**config.mk**
```make
export PLATFORM = sky130hd
export DESIGN_NAME = conv_ctrl_flat
export DESIGN_NICKNAME = d
export VERILOG_FILES = /design/src/rtl/conv_pkg.sv /design/src/rtl/conv_ctrl_if.sv /design/src/rtl/conv_ctrl_cnt.sv /design/src/rtl/conv_ctrl.sv /design/src/flat_wrapper.sv
export SDC_FILE = /design/constraint.sdc
export NUM_CORES = 1
export LEC_CHECK = 0
export ABC_CLOCK_PERIOD_IN_PS = 2120
export BUFFER_PORTS_ARGS = -buffer_cell sky130_fd_sc_hd__buf_2
export CORE_AREA = 2 2 167 169
export DETAILED_ROUTE_END_ITERATION = 8
export DIE_AREA = 0 0 169 171
export HOLD_SLACK_MARGIN = 0.1
export PLACE_DENSITY = 0.7
export SLEW_MARGIN = 20
export SYNTH_ARGS = -nofsm -noshare
export SYNTH_HDL_FRONTEND = slang
export SYNTH_SLANG_ARGS = --single-unit
```
**constraint.sdc**
```tcl
create_clock -name clk -period 2.12 [get_ports clk]
set_input_delay 0.424 -clock clk [delete_from_list [all_inputs] [get_ports clk]]
set_output_delay 0.424 -clock clk [all_outputs]
set_load 0.02 [all_outputs]
```
**src/rtl/conv_pkg.sv**
```systemverilog
// Shared sizing, state encoding and configuration-word layout for the conv
// strip controller and its counter block.
package conv_pkg;

    localparam int unsigned COLS_DEF   = 48;
    localparam int unsigned STRIPS_DEF = 16;
    localparam int unsigned DRAIN_DEF  = 8;

    localparam int unsigned COL_W   = 6;
    localparam int unsigned STRIP_W = 4;
    localparam int unsigned IC_W    = 6;
    localparam int unsigned CFG_W   = 80;
    localparam int unsigned ROW_W   = 24;
    localparam int unsigned WIN_W   = 5 * ROW_W;

    localparam int unsigned CFG_BIAS_LSB = 72;
    localparam int unsigned CFG_BIAS_W   = 8;
    localparam int unsigned CFG_WGT_LSB  = 0;
    localparam int unsigned CFG_WGT_W    = 72;

    typedef enum logic [2:0] {
        S_IDLE,
        S_CFG,
        S_STREAM,
        S_DRAIN,
        S_ROWDONE,
        S_SEND,
        S_WAIT_TX
    } state_t;

    function automatic logic [CFG_BIAS_W-1:0] cfg_bias(input logic [CFG_W-1:0] d);
        return d[CFG_BIAS_LSB +: CFG_BIAS_W];
    endfunction

    function automatic logic [CFG_WGT_W-1:0] cfg_weights(input logic [CFG_W-1:0] d);
        return d[CFG_WGT_LSB +: CFG_WGT_W];
    endfunction

    // Row 1 sits in the most significant slice of the window word.
    function automatic logic [ROW_W-1:0] win_row(input logic [WIN_W-1:0] win,
                                                 input int unsigned idx);
        return win[WIN_W - ROW_W * (idx + 1) +: ROW_W];
    endfunction

endpackage

```
**src/rtl/conv_ctrl_if.sv**
```systemverilog
// Configuration handshake and window-source read bus between conv_ctrl and
// its configuration/window providers.
interface conv_ctrl_if;
    import conv_pkg::*;

    logic               i_cfg_valid;
    logic               o_cfg_ready;
    logic [CFG_W-1:0]   i_cfg_data;
    logic               o_win_rd;
    logic [STRIP_W-1:0] o_win_strip;
    logic [COL_W-1:0]   o_win_col;
    logic [WIN_W-1:0]   i_win_data;

    modport slave (
        input  i_cfg_valid, i_cfg_data, i_win_data,
        output o_cfg_ready, o_win_rd, o_win_strip, o_win_col
    );

    modport master (
        output i_cfg_valid, i_cfg_data, i_win_data,
        input  o_cfg_ready, o_win_rd, o_win_strip, o_win_col
    );

endinterface

```
**src/rtl/conv_ctrl_cnt.sv**
```systemverilog
// Column, strip and drain counters for conv_ctrl; sequencing decisions stay
// in the parent FSM, this block only counts and flags terminal values.
module conv_ctrl_cnt import conv_pkg::*; #(
    parameter int unsigned COLS   = COLS_DEF,
    parameter int unsigned STRIPS = STRIPS_DEF,
    parameter int unsigned DRAIN  = DRAIN_DEF
) (
    input  logic               clk,
    input  logic               rstn,
    input  logic               clr,
    input  logic               col_en,
    input  logic               strip_inc,
    input  logic               drain_en,
    output logic [COL_W-1:0]   col,
    output logic [STRIP_W-1:0] strip,
    output logic               col_last,
    output logic               strip_last,
    output logic               drain_done
);

    localparam int unsigned DCNT_W = $clog2(DRAIN + 1);

    logic [DCNT_W-1:0] dcnt;

    assign col_last   = (col == COL_W'(COLS - 1));
    assign strip_last = (strip == STRIP_W'(STRIPS - 1));
    assign drain_done = (dcnt == DCNT_W'(DRAIN));

    always_ff @(posedge clk or negedge rstn) begin
        if (!rstn) begin
            col <= '0;
        end else if (clr) begin
            col <= '0;
        end else if (col_en) begin
            col <= col_last ? '0 : col + 1'b1;
        end
    end

    // Strip holds at its last value after the final strip; only a new start clears it.
    always_ff @(posedge clk or negedge rstn) begin
        if (!rstn) begin
            strip <= '0;
        end else if (clr) begin
            strip <= '0;
        end else if (strip_inc && !strip_last) begin
            strip <= strip + 1'b1;
        end
    end

    always_ff @(posedge clk or negedge rstn) begin
        if (!rstn) begin
            dcnt <= '0;
        end else begin
            dcnt <= drain_en ? dcnt + 1'b1 : '0;
        end
    end

endmodule

```
**src/rtl/conv_ctrl.sv**
```systemverilog
// Strip-sequencing controller for the conv engine: takes one configuration
// word, streams COLS windows per strip for STRIPS strips, then awaits the
// end of the output transfer.
module conv_ctrl import conv_pkg::*; #(
    parameter int unsigned COLS   = COLS_DEF,
    parameter int unsigned STRIPS = STRIPS_DEF,
    parameter int unsigned DRAIN  = DRAIN_DEF
) (
    input  logic             clk,
    input  logic             rstn,
    input  logic             i_start,
    input  logic [IC_W-1:0]  i_ic,
    conv_ctrl_if.slave       bus,
    output logic [CFG_W-1:0] o_params,
    output logic             o_params_valid,
    output logic [IC_W-1:0]  o_current_ic,
    output logic [ROW_W-1:0] o_pe_1_row,
    output logic [ROW_W-1:0] o_pe_2_row,
    output logic [ROW_W-1:0] o_pe_3_row,
    output logic [ROW_W-1:0] o_pe_4_row,
    output logic [ROW_W-1:0] o_pe_5_row,
    output logic             o_pe_valid,
    output logic             o_img_row_done,
    output logic             o_send_flg,
    input  logic             i_tvalid,
    input  logic             i_tready,
    input  logic             i_tlast,
    output logic             o_busy,
    output logic             o_done
);

    state_t state, state_nxt;

    logic start_acc;
    logic cfg_ready;
    logic cfg_fire;
    logic win_rd;
    logic row_done;
    logic send;
    logic tx_fire;
    logic rd_q;

    logic [COL_W-1:0]   col;
    logic [STRIP_W-1:0] strip;
    logic               col_last;
    logic               strip_last;
    logic               drain_done;

    conv_ctrl_cnt #(
        .COLS   (COLS),
        .STRIPS (STRIPS),
        .DRAIN  (DRAIN)
    ) u_cnt (
        .clk        (clk),
        .rstn       (rstn),
        .clr        (start_acc),
        .col_en     (win_rd),
        .strip_inc  (row_done),
        .drain_en   (state == S_DRAIN),
        .col        (col),
        .strip      (strip),
        .col_last   (col_last),
        .strip_last (strip_last),
        .drain_done (drain_done)
    );

    always_ff @(posedge clk or negedge rstn) begin
        if (!rstn) begin
            state <= S_IDLE;
        end else begin
            state <= state_nxt;
        end
    end

    always_comb begin
        state_nxt = state;
        start_acc = 1'b0;
        cfg_ready = 1'b0;
        cfg_fire  = 1'b0;
        win_rd    = 1'b0;
        row_done  = 1'b0;
        send      = 1'b0;
        tx_fire   = 1'b0;
        case (state)
            S_IDLE: begin
                if (i_start) begin
                    start_acc = 1'b1;
                    state_nxt = S_CFG;
                end
            end
            S_CFG: begin
                cfg_ready = 1'b1;
                cfg_fire  = bus.i_cfg_valid;
                if (bus.i_cfg_valid) begin
                    state_nxt = S_STREAM;
                end
            end
            S_STREAM: begin
                win_rd = 1'b1;
                if (col_last) begin
                    state_nxt = S_DRAIN;
                end
            end
            // Drain count starts one cycle before the final PE beat, so reaching
            // DRAIN puts ROWDONE exactly DRAIN cycles after that beat.
            S_DRAIN: begin
                if (drain_done) begin
                    state_nxt = S_ROWDONE;
                end
            end
            S_ROWDONE: begin
                row_done  = 1'b1;
                state_nxt = strip_last ? S_SEND : S_STREAM;
            end
            S_SEND: begin
                send      = 1'b1;
                state_nxt = S_WAIT_TX;
            end
            S_WAIT_TX: begin
                tx_fire = i_tvalid && i_tready && i_tlast;
                if (tx_fire) begin
                    state_nxt = S_IDLE;
                end
            end
            default: state_nxt = S_IDLE;
        endcase
    end

    assign bus.o_cfg_ready = cfg_ready;
    assign bus.o_win_rd    = win_rd;
    assign bus.o_win_strip = strip;
    assign bus.o_win_col   = col;
    assign o_img_row_done  = row_done;
    assign o_send_flg      = send;
    assign o_busy          = (state != S_IDLE);

    always_ff @(posedge clk or negedge rstn) begin
        if (!rstn) begin
            o_current_ic   <= '0;
            o_params       <= '0;
            o_params_valid <= 1'b0;
            o_done         <= 1'b0;
        end else begin
            if (start_acc) begin
                o_current_ic <= i_ic;
            end
            if (cfg_fire) begin
                o_params <= {cfg_bias(bus.i_cfg_data), cfg_weights(bus.i_cfg_data)};
            end
            o_params_valid <= cfg_fire;
            o_done         <= tx_fire;
        end
    end

    // Window data arrives the cycle after the read strobe; rd_q marks it.
    always_ff @(posedge clk or negedge rstn) begin
        if (!rstn) begin
            rd_q       <= 1'b0;
            o_pe_valid <= 1'b0;
            o_pe_1_row <= '0;
            o_pe_2_row <= '0;
            o_pe_3_row <= '0;
            o_pe_4_row <= '0;
            o_pe_5_row <= '0;
        end else begin
            rd_q       <= win_rd;
            o_pe_valid <= rd_q;
            if (rd_q) begin
                o_pe_1_row <= win_row(bus.i_win_data, 0);
                o_pe_2_row <= win_row(bus.i_win_data, 1);
                o_pe_3_row <= win_row(bus.i_win_data, 2);
                o_pe_4_row <= win_row(bus.i_win_data, 3);
                o_pe_5_row <= win_row(bus.i_win_data, 4);
            end
        end
    end

endmodule
```
**src/flat_wrapper.sv**
```systemverilog
// flat-port wrapper written by rule: the top's interface ports become plain ports
module conv_ctrl_flat import conv_pkg::*;
#(
    parameter int unsigned COLS   = COLS_DEF,
    parameter int unsigned STRIPS = STRIPS_DEF,
    parameter int unsigned DRAIN  = DRAIN_DEF
)
  (clk, rstn, i_start, i_ic, o_params, o_params_valid, o_current_ic, o_pe_1_row, o_pe_2_row, o_pe_3_row, o_pe_4_row, o_pe_5_row, o_pe_valid, o_img_row_done, o_send_flg, i_tvalid, i_tready, i_tlast, o_busy, o_done, bus_i_cfg_valid, bus_i_cfg_data, bus_i_win_data, bus_o_cfg_ready, bus_o_win_rd, bus_o_win_strip, bus_o_win_col);
  conv_ctrl_if bus_i ();
  input  logic clk;
  input  logic rstn;
  input  logic i_start;
  input  logic [IC_W-1:0] i_ic;
  output logic [CFG_W-1:0] o_params;
  output logic o_params_valid;
  output logic [IC_W-1:0] o_current_ic;
  output logic [ROW_W-1:0] o_pe_1_row;
  output logic [ROW_W-1:0] o_pe_2_row;
  output logic [ROW_W-1:0] o_pe_3_row;
  output logic [ROW_W-1:0] o_pe_4_row;
  output logic [ROW_W-1:0] o_pe_5_row;
  output logic o_pe_valid;
  output logic o_img_row_done;
  output logic o_send_flg;
  input  logic i_tvalid;
  input  logic i_tready;
  input  logic i_tlast;
  output logic o_busy;
  output logic o_done;
  input wire logic [$bits(bus_i.i_cfg_valid)-1:0] bus_i_cfg_valid;
  input wire logic [$bits(bus_i.i_cfg_data)-1:0] bus_i_cfg_data;
  input wire logic [$bits(bus_i.i_win_data)-1:0] bus_i_win_data;
  output wire logic [$bits(bus_i.o_cfg_ready)-1:0] bus_o_cfg_ready;
  output wire logic [$bits(bus_i.o_win_rd)-1:0] bus_o_win_rd;
  output wire logic [$bits(bus_i.o_win_strip)-1:0] bus_o_win_strip;
  output wire logic [$bits(bus_i.o_win_col)-1:0] bus_o_win_col;
  assign bus_i.i_cfg_valid = bus_i_cfg_valid;
  assign bus_i.i_cfg_data = bus_i_cfg_data;
  assign bus_i.i_win_data = bus_i_win_data;
  assign bus_o_cfg_ready = bus_i.o_cfg_ready;
  assign bus_o_win_rd = bus_i.o_win_rd;
  assign bus_o_win_strip = bus_i.o_win_strip;
  assign bus_o_win_col = bus_i.o_win_col;
  conv_ctrl #(.COLS(COLS), .STRIPS(STRIPS), .DRAIN(DRAIN)) u_core (.clk(clk), .rstn(rstn), .i_start(i_start), .i_ic(i_ic), .bus(bus_i), .o_params(o_params), .o_params_valid(o_params_valid), .o_current_ic(o_current_ic), .o_pe_1_row(o_pe_1_row), .o_pe_2_row(o_pe_2_row), .o_pe_3_row(o_pe_3_row), .o_pe_4_row(o_pe_4_row), .o_pe_5_row(o_pe_5_row), .o_pe_valid(o_pe_valid), .o_img_row_done(o_img_row_done), .o_send_flg(o_send_flg), .i_tvalid(i_tvalid), .i_tready(i_tready), .i_tlast(i_tlast), .o_busy(o_busy), .o_done(o_done));
endmodule
```
==> impl_metrics.env <==
export IMPL_cap_violations=0
export IMPL_fin_cells=1369
export IMPL_max_freq_mhz=473
export IMPL_skew_ps=16.7
export IMPL_antenna_found_initial=2
export IMPL_cp_start_kind="flop"
export IMPL_grt_pass1_wl_mm=33.0
export IMPL_synthArstFlopShare_pct=100
export IMPL_placed_area_um2=11400
export IMPL_wl_met1_mm=8.38
export IMPL_path_common_cell="buf_4"
export IMPL_drive_gt1_share_pct=68.9
export IMPL_grt_start_max_net_pins=69
export IMPL_route_vias_total=6261
export IMPL_yosysUniqueCellTypes=39
export IMPL_crit_chain="buf_4, nor3b_1, buf_4, buf_2"
export IMPL_core_um2=27300
export IMPL_fin_area_um2=12300
export IMPL_track_usage_pct=14.4
export IMPL_drt_wl_total_mm=22.5
export IMPL_crit_arrival_ps=1690
export IMPL_hpwl_mm=17.1
export IMPL_dr_wl_met3_mm=2.15
export IMPL_hold_path_class="input pin to flop"
export IMPL_cts_path_max_buffers=3
export IMPL_initial_core_util_pct=31.7
export IMPL_first_iter_violations=219
export IMPL_post_route_min_period_ps=2110
export IMPL_wl_met2_mm=11.5
export IMPL_area_growth_syn_to_layout_pct=41.6
export IMPL_synth_seq_cells=227
export IMPL_die_w_um=169
export IMPL_portBuffers=436
export IMPL_cts_tree="done"
export IMPL_dr_max_layer_used="met5"
export IMPL_hold_slack_ps=128
export IMPL_synth_flop_cell="dfrtp_1"
export IMPL_synth_edff_count=0
export IMPL_detail_route_wl_per_cell_um=16.4
export IMPL_p_per_area_nw_per_um2=1730
export IMPL_htreeDepth=1
export IMPL_synth_nets=757
export IMPL_slowest_delay_ps=420
export IMPL_post_place_cells=1317
export IMPL_cts_inserted_buffers=25
export IMPL_final_nets=1221
export IMPL_clock_latency_ps=510
export IMPL_power_mw=21.3
export IMPL_relSlewSlack_pct=61.7
export IMPL_crit_type="flop to output pin"
export IMPL_synthCells=540
export IMPL_drcViolationCount=0
export IMPL_critical_path_top_delay_family="buffers and inverters"
export IMPL_antenna_left=0
export IMPL_first_global_vias=6306
export IMPL_row_count=61
export IMPL_syn_avg_cell_area_um2=16.1
export IMPL_cp_num_buf_inv=3
export IMPL_fillers=2485
export IMPL_worst_ep_required_time_ps=1700
export IMPL_grt_ovfl_total=0
export IMPL_tightest_slew_ps=575
export IMPL_first_pass_iters=4
export IMPL_leakagePower_nw=6.02
export IMPL_critPathSlowestCell="dfrtp_2"
export IMPL_ys_seq_area_share_pct=65.5
export IMPL_avgViaCountPerCell=4.57
export IMPL_setup_viol=0
export IMPL_gp_congestion=0.790
export IMPL_die_area_um2=28900
export IMPL_ir_drop_mv=0.789
export IMPL_slew_viol_final=0
export IMPL_period_share_pct=99.7
export IMPL_clkTransAtPathRegs_ps=60
export IMPL_hold_viol=0
export IMPL_ios=437
export IMPL_cp_end_kind="output pin"
export IMPL_ys_warn_count=0
export IMPL_synth_area_um2=8670
export IMPL_cp_max_fo=6
export IMPL_cts_sinks=227
export IMPL_die_h_um=171
export IMPL_status="finished clean"
export IMPL_cts_root_buf="clkbuf_16"
-- path summary, 6_finish.rpt --
path                                     from                      to  slack (ps)  cells past startpoint
hold reg to reg            u_core.o_params[3]      u_core.o_params[3]         480                      1
min in group asynchronous                rstn  u_core.o_current_ic[2]         450                      2
setup / recovery              u_core.state[0]            bus_o_win_rd           7                      4
hold / removal              bus_i_cfg_data[8]      u_core.o_params[8]         130                      2
max in group asynchronous                rstn     u_core.o_params[62]         990                      3
setup reg to reg              u_core.state[2]     u_core.o_params[40]         300                      5
-- Yosys cell counts (all sizes together) (2+ instances only) --
library cell,instances,area share (%)
a21oi,5,0.29
a22o,2,0.20
and3,4,0.29
and4,2,0.20
buf,22,1.3
clkbuf,5,0.22
dfrtp,227,66
ha,4,0.58
inv,6,0.26
mux2,207,27
mux2i,3,0.35
nand2,3,0.13
nand2b,3,0.22
nand3,8,0.46
nand4b,2,0.20
nor2,10,0.46
o21ai,4,0.23
or3,3,0.22
xnor2,3,0.30
-- what timing repair did --
action	4_1_cts	5_1_grt
endpoints found under the hold margin	51	1
buffers inserted	0	4
gates resized for setup	4	2
endpoints found under the setup margin	1	1
hold buffers	1	1
gates cloned	0	0
pin swaps	0	0
-- sequential cells by signal, summed over array words and instances, names as in the netlist --
name,flops
u_core.o_current_ic,6
u_core.o_done,1
u_core.o_params,80
u_core.o_params_valid,1
u_core.o_pe_1_row,24
u_core.o_pe_2_row,24
u_core.o_pe_3_row,24
u_core.o_pe_4_row,24
u_core.o_pe_5_row,24
u_core.o_pe_valid,1
u_core.rd_q,1
u_core.state,3
u_core.u_cnt.col,6
u_core.u_cnt.dcnt,4
u_core.u_cnt.strip,4
-- power breakdown --
group / internal [mW] / total, mW / switching (mW)
registers: 6.50 / 7.72 / 1.22
logic: 4.14 / 9.31 / 5.18
clock network: 2.59 / 4.25 / 1.66
total: 13.2 / 21.3 / 8.05
-- metal layers --
metal  vias up  track usage (%)
met3        38             4.95
met4         2             4.31
met1      3042             15.9
met2       301             26.1
met5         -                0
li1       2878                -
-- placed cells by master, fill, tap and decap left out, drive strengths merged, types with 2 or more instances in the layout --
| master | n |
|---|---|
| a21oi | 5 |
| a22o | 2 |
| and3 | 4 |
| and4 | 2 |
| buf | 462 |
| bufinv | 2 |
| clkbuf | 40 |
| clkinv | 3 |
| dfrtp | 227 |
| dlygate4sd3 | 2 |
| ha | 4 |
| inv | 6 |
| mux2 | 207 |
| mux2i | 3 |
| nand2 | 3 |
| nand2b | 3 |
| nand3 | 8 |
| nand4b | 2 |
| nor2 | 10 |
| o21ai | 4 |
| or3 | 3 |
| xnor2 | 3 |
-- cells by family after synthesis --
family                     after synthesis  share of synthesized area [%]
AOI/OAI and AO/OA                       20                           1.59
buffers and inverters                   33                           1.82
and+or+nand+nor                         42                           2.87
adders and majority gates                4                          0.577
xor gates and xnor gates                 4                          0.404
muxes                                  210                           27.2
DFF                                    227                           65.5
-- through the flow --
step	utilization, %	setup TNS (ps)	worst slack, ps
after floorplan	-	0	399
after global placement	41.8	0	463
after detailed placement	41.8	0	421
after CTS	44.8	0	2.88
after global routing	44.9	-35.0	-35.0
final	44.9	0	7.11
-- layout make-up --
cell class                 instances  area (um^2)  share of cell area, %
sequential                       227         5690                   46.3
multi-input combinational        280         2840                   23.1
timing repair buffer             464         2480                   20.2
clock buffer                      40          732                   5.96
tap                              346          433                   3.53
clock inverter                     5         75.1                  0.611
inverter                           6         22.5                  0.183
antenna                            1         2.50                 0.0204
(Power assumes the default switching activity.)
